[src/rtl/frame_anim.sv]
// Frame-level state: frame-start detection, frame counter and the moving-bar
// position, which advances once per frame and wraps before leaving the raster.
module frame_anim #(
  parameter int ACTIVE_H = 1920,
  parameter int CNT_W    = 12,
  parameter int BOX_W    = 64,
  parameter int BOX_STEP = 4
) (
  input  logic             clk,
  input  logic             reset,
  input  logic [CNT_W-1:0] hcnt,
  input  logic [CNT_W-1:0] vcnt,
  input  logic             de,
  output logic             fs,
  output logic [CNT_W-1:0] frame_cnt,
  output logic [CNT_W-1:0] box_x
);

  localparam logic [CNT_W:0] BOX_LIM  = (CNT_W+1)'(ACTIVE_H - BOX_W);
  localparam logic [CNT_W:0] BOX_STEP_X = (CNT_W+1)'(BOX_STEP);

  logic [CNT_W-1:0] frame_cnt_q, frame_cnt_d;
  logic [CNT_W-1:0] box_x_q, box_x_d;
  logic [CNT_W:0]   box_nxt;

  always_comb begin
    fs          = de && (hcnt == '0) && (vcnt == '0);
    box_nxt     = {1'b0, box_x_q} + BOX_STEP_X;
    frame_cnt_d = frame_cnt_q;
    box_x_d     = box_x_q;
    if (fs) begin
      frame_cnt_d = frame_cnt_q + CNT_W'(1);
      box_x_d     = (box_nxt > BOX_LIM) ? '0 : box_nxt[CNT_W-1:0];
    end
  end

  always_ff @(posedge clk or posedge reset) begin
    if (reset) begin
      frame_cnt_q <= '0;
      box_x_q     <= '0;
    end else begin
      frame_cnt_q <= frame_cnt_d;
      box_x_q     <= box_x_d;
    end
  end

  assign frame_cnt = frame_cnt_q;
  assign box_x     = box_x_q;

endmodule

[config.mk]
export PLATFORM = sky130hd
export DESIGN_NAME = frame_anim
export DESIGN_NICKNAME = d
export VERILOG_FILES = /design/src/rtl/frame_anim.sv
export SDC_FILE = /design/constraint.sdc
export NUM_CORES = 1
export LEC_CHECK = 0
export ABC_AREA = 1
export BUFFER_PORTS_ARGS = -buffer_cell sky130_fd_sc_hd__buf_2
export CAP_MARGIN = 10
export CORE_UTILIZATION = 40
export CTS_CLUSTER_DIAMETER = 120
export CTS_CLUSTER_SIZE = 24
export DETAILED_ROUTE_END_ITERATION = 8
export GPL_TIMING_DRIVEN = 0
export PLACE_DENSITY = 0.65
export RECOVER_POWER = 100
export SLEW_MARGIN = 10
export SYNTH_ARGS = -nofsm -noshare
export SYNTH_HDL_FRONTEND = slang
export SYNTH_SLANG_ARGS = --single-unit
[constraint.sdc]
create_clock -name clk -period 2.25 [get_ports clk]
set_clock_uncertainty 0.2 [all_clocks]
set_input_delay 0.225 -clock clk [delete_from_list [all_inputs] [get_ports clk]]
set_output_delay 0.225 -clock clk [all_outputs]
set_load 0.05 [all_outputs]
**Word level (Yosys, flattened, before mapping)**

Cells that the tools add are included.

- Input port bits: 27
- Register bits: 24
- Logic and storage cells: 10
- Output and inout port bits: 25

- $lt $le $gt $ge: 1
- Muxes and demuxes: 1
- Reduce and logical (&&, ||, !) cells: 4
- Add/sub/neg operators: 2

Operator list:

| kind | count |
|---|---|
| logical NOT 12 bit | 2 |
| adder 12 x 3 -> 13 bit (second input constant) | 1 |
| greater-than comparator 13 x 11 -> 1 bit (second input constant) | 1 |
| adder 12 x 1 -> 12 bit (second input constant) | 1 |
| 2-to-1 mux 12 bit | 1 |
| logical AND 1 bit | 2 |

**Logic depth before layout (Yosys ltp)**

- Depth after elaboration: 3
- Gate-level depth with buffers: 10
- Depth with buffers taken out: 10

**Worst setup path after synthesis**

OpenSTA, ideal clock, no wires.

- Path type: register -> register
- Start point: register box_x_q[2] (netlist: box_x[2])
- End point: register box_x_q[10] (netlist: box_x[10])
- Period minus slack after synthesis: 2.084 ns
- Setup slack: 0.166 ns
- Stages on the path, launching flop included: 11
- Path buffers: 0
- Setup time: 0.133 ns
- Arrival: 1.751 ns
- Data required time: 1.917 ns
- Cell sequence: dfrtp_1 ha_1 nand3_2 nor2_2 nand2_1 nand2_1 nand2_2 nor2_2 nand2_2 nand2_4 a21oi_2

- Word-level cells in the longest chain between the ends: 3

RTL lines:

| element | RTL line | source |
|---|---|---|
| start, declared | 23 | `logic [CNT_W-1:0] box_x_q, box_x_d;` |
| start signal, assigned | 43 | `box_x_q <= box_x_d;` |
| adder 12 x 3 -> 13 bit * | 28 | `box_nxt = {1'b0, box_x_q} + BOX_STEP_X;` |
| greater-than comparator 13 x 11 -> 1 bit | 33 | `box_x_d = (box_nxt > BOX_LIM) ? '0 : box_nxt[CNT_W-1:0];` |
| 2-to-1 mux 12 bit * | 33 |  |

Mark *: on every way between the ends. The rest lies on a longest branch, timed or not.
A chain may end at the register's enable or synchronous reset.

**Final worst setup path**

- Start point: input port vcnt[8]
- End point: output port fs

- Word-level cells in the longest chain between the ends: 2

RTL lines:

| element | RTL line | source |
|---|---|---|
| start, declared | 12 | `input logic [CNT_W-1:0] vcnt,` |
| logical NOT 12 bit | 27 | `fs = de && (hcnt == '0) && (vcnt == '0);` |
| logical AND 1 bit | 27 |  |
| end, declared | 14 | `output logic fs,` |

Every way passes these cells.

==> metrics.txt <==
outcome=finished, final reports clean; Synth area leaders=dfrtp_1, nand2_1, inv_1; register area share after synthesis=around a third; DR DRC count=0; Crit Path Max Fanout=7; Reg clk slew, reported paths=about 0.08 ns; TritonCTS Buffers=3; post-synth top area share=33.5%; gr ovfl total=0; Antenna Nets Post-Route=0; global-route wire length before repair=6070 µm; Setup Crit Path Kind=in -> out; die area=4370 µm²; Reg2Reg Depth=10; Multi-input gate area=about 900 µm²; final hold viol count=0; # diodes=0; Register Area=approximately 550 µm²; Final Cell Area=1960 µm²; worst-skew pair later-pin latency=between 0.2 and 0.3 ns; die height=66.1 µm; placed cells=between 300 and 400; WL/cell=between 10 and 15 µm; flop-to-flop setup slack=0.28 ns; largest net degree at the start of global routing=23; Vias/cell=around 4.7; final setup fails=0; Req. time, crit path=approximately 1.8 ns; Clock Tree Buf Depth=2; Crit. End Element=output pin; Worst path max stage delay=between 0.4 and 0.5 ns; P&R area growth vs syn=19.0%; worst min path class=in -> reg; asr flop ratio synth=100%; dominant synthesized flop cell=dfrtp_1; worst r2r dst=box_x[10]; most used cell, CP=buf_2; Slew headroom=roughly 44%; RSZ-0062 raised after global routing=false; EDFF count, synth=0; nets=~320; Cells after Synth=around 230; synth cell count leaders=nand2_1, inv_1, dfrtp_1; largest area contributor in the synthesized netlist=dfrtp_1; Worst VDD drop=about 0.21 mV; Initial Util=roughly 43%; Cell Rows=22; cell with the most instances after synthesis=nand2_1; All-Layer GR Usage=a little under a fifth; Reg-to-Reg Start=box_x[2]; Worst path slowest cell=clkbuf_1; crit path DAT=1.58 ns; initial antenna violation count=0; final worst path period share=roughly nine tenths; GP Congestion=between 0.8 and 0.9; H-tree level count=1; Warnings, synthesis=0; max_cap viols=0; CP Launch Point=vcnt[8]; filler cell count=425; Power, Total=between 700 and 800 µW; Initial DRT Pass Iterations=4; Max Clock Freq=500 MHz; WL final=~3500 µm; Layout Cells excl Fill=334; Worst Tran Pin Value=0.838 ns; num ports=52; Hold Crit Depth=5; PortBufs=approximately 50; CTS sink count=22; TritonCTS clock tree=built; Mapped Avg Cell Area=slightly above 7 µm²; CP Capture Point=fs; DR iter-0 viols=66; vias in the first global route=~1400; Lkg Pwr=between 0.9 and 1 nW; layout cell share with drive strength beyond 1=between 10% and 20%; core footprint=3800 µm²; crit start category=primary input; setup tns final=0 ns; Pwr Density=383 nW/µm²; Horiz. Die Dim=approximately 66 µm; synthesis-stage register bit count=22; Placed Instance Area=roughly 2000 µm²; Vias=about 1600; Synth Cell Area=1640 µm²; post-synth cell types=30; final core occ=51.5%; Hold Startpoint=vcnt[10]; Final min period=around 2 ns; Critical Path, Cell by Cell=buf_2 > nor2_1 > nand2_1 > nor3_1 > and2_1 > buf_2 > clkbuf_1; Detail Placement HPWL=about 2800 µm; total count of max-transition violations in the final report=0; Root Driver=clkbuf_8
metal layers:
metal  global-route usage (%)  vias up  share of wire [%]
li1                         -      836                  -
met1                     22.8      699                 47
met2                     30.9       43                 47
met3                     1.90        7                4.1
met4                     8.78        0                2.3
met5                        0        -                  0
placed cells by master, fill, tap and decap left out, drive strengths merged, types with 9 or more instances in the layout:
master / netlist / layout
o21ai: 13 / 13
clkbuf: 0 / 30
inv: 39 / 39
buf: 4 / 27
nand3: 16 / 16
nor2: 31 / 31
nand2: 60 / 60
xor2: 9 / 9
nor3: 9 / 9
nand4: 9 / 9
dfrtp: 22 / 22
through the flow:
step                setup slack, ns  hold slack, ns
finish                        0.248           0.144
global route                 0.0825           0.178
CTS                           0.333           0.167
detailed placement            0.359           0.242
global placement              0.371           0.228
floorplan                     0.166          0.0142
cell type report:
type | count | area share, %
plain buffers | 4 | 1.22
well taps | 48 | 3.07
inverters | 39 | 7.49
repair buffers | 50 | 11.5
clock buffers | 4 | 2.82
multi-input cells | 167 | 45.8
flip-flops and latches | 22 | 28.2
worst max-delay path, delay by kind of cell:
family | cells | cell delay, ns
buf+inv | 3 | 0.82
simple gates | 4 | 0.53
power by group:
group	switching [mW]	internal [mW]	total [mW]
clock	0.133	0.156	0.289
combinational	0.0390	0.0260	0.0650
sequential	0.000000640	0.395	0.395
logic make-up after synthesis:
logic type	Yosys count	synth area share [%]
fa+ha+maj	2	1.52
simple gates	131	38.9
other cells	1	0.228
buf+inv	43	10.8
compound gates	19	8.07
xor+xnor	13	6.93
flops	22	33.5
worst min path at each step:
stage,end
6_report,frame_cnt[7]
5_1_grt,frame_cnt[7]
4_1_cts,frame_cnt[7]
3_5_place_dp,frame_cnt[11]
3_3_place_gp,frame_cnt[11]
2_1_floorplan,box_x[10]
flip-flops by register name (all words and copies together), names as in the netlist:
signal	count
box_x	10
frame_cnt	12
timing repair:
action | 4_1_cts | 5_1_grt
setup buffers | 0 | 0
hold endpoints to repair | 22 | 0
resized for setup | 0 | 0
hold buffers | 1 | 0
Note: power is estimated with default switching activity, not from simulation.
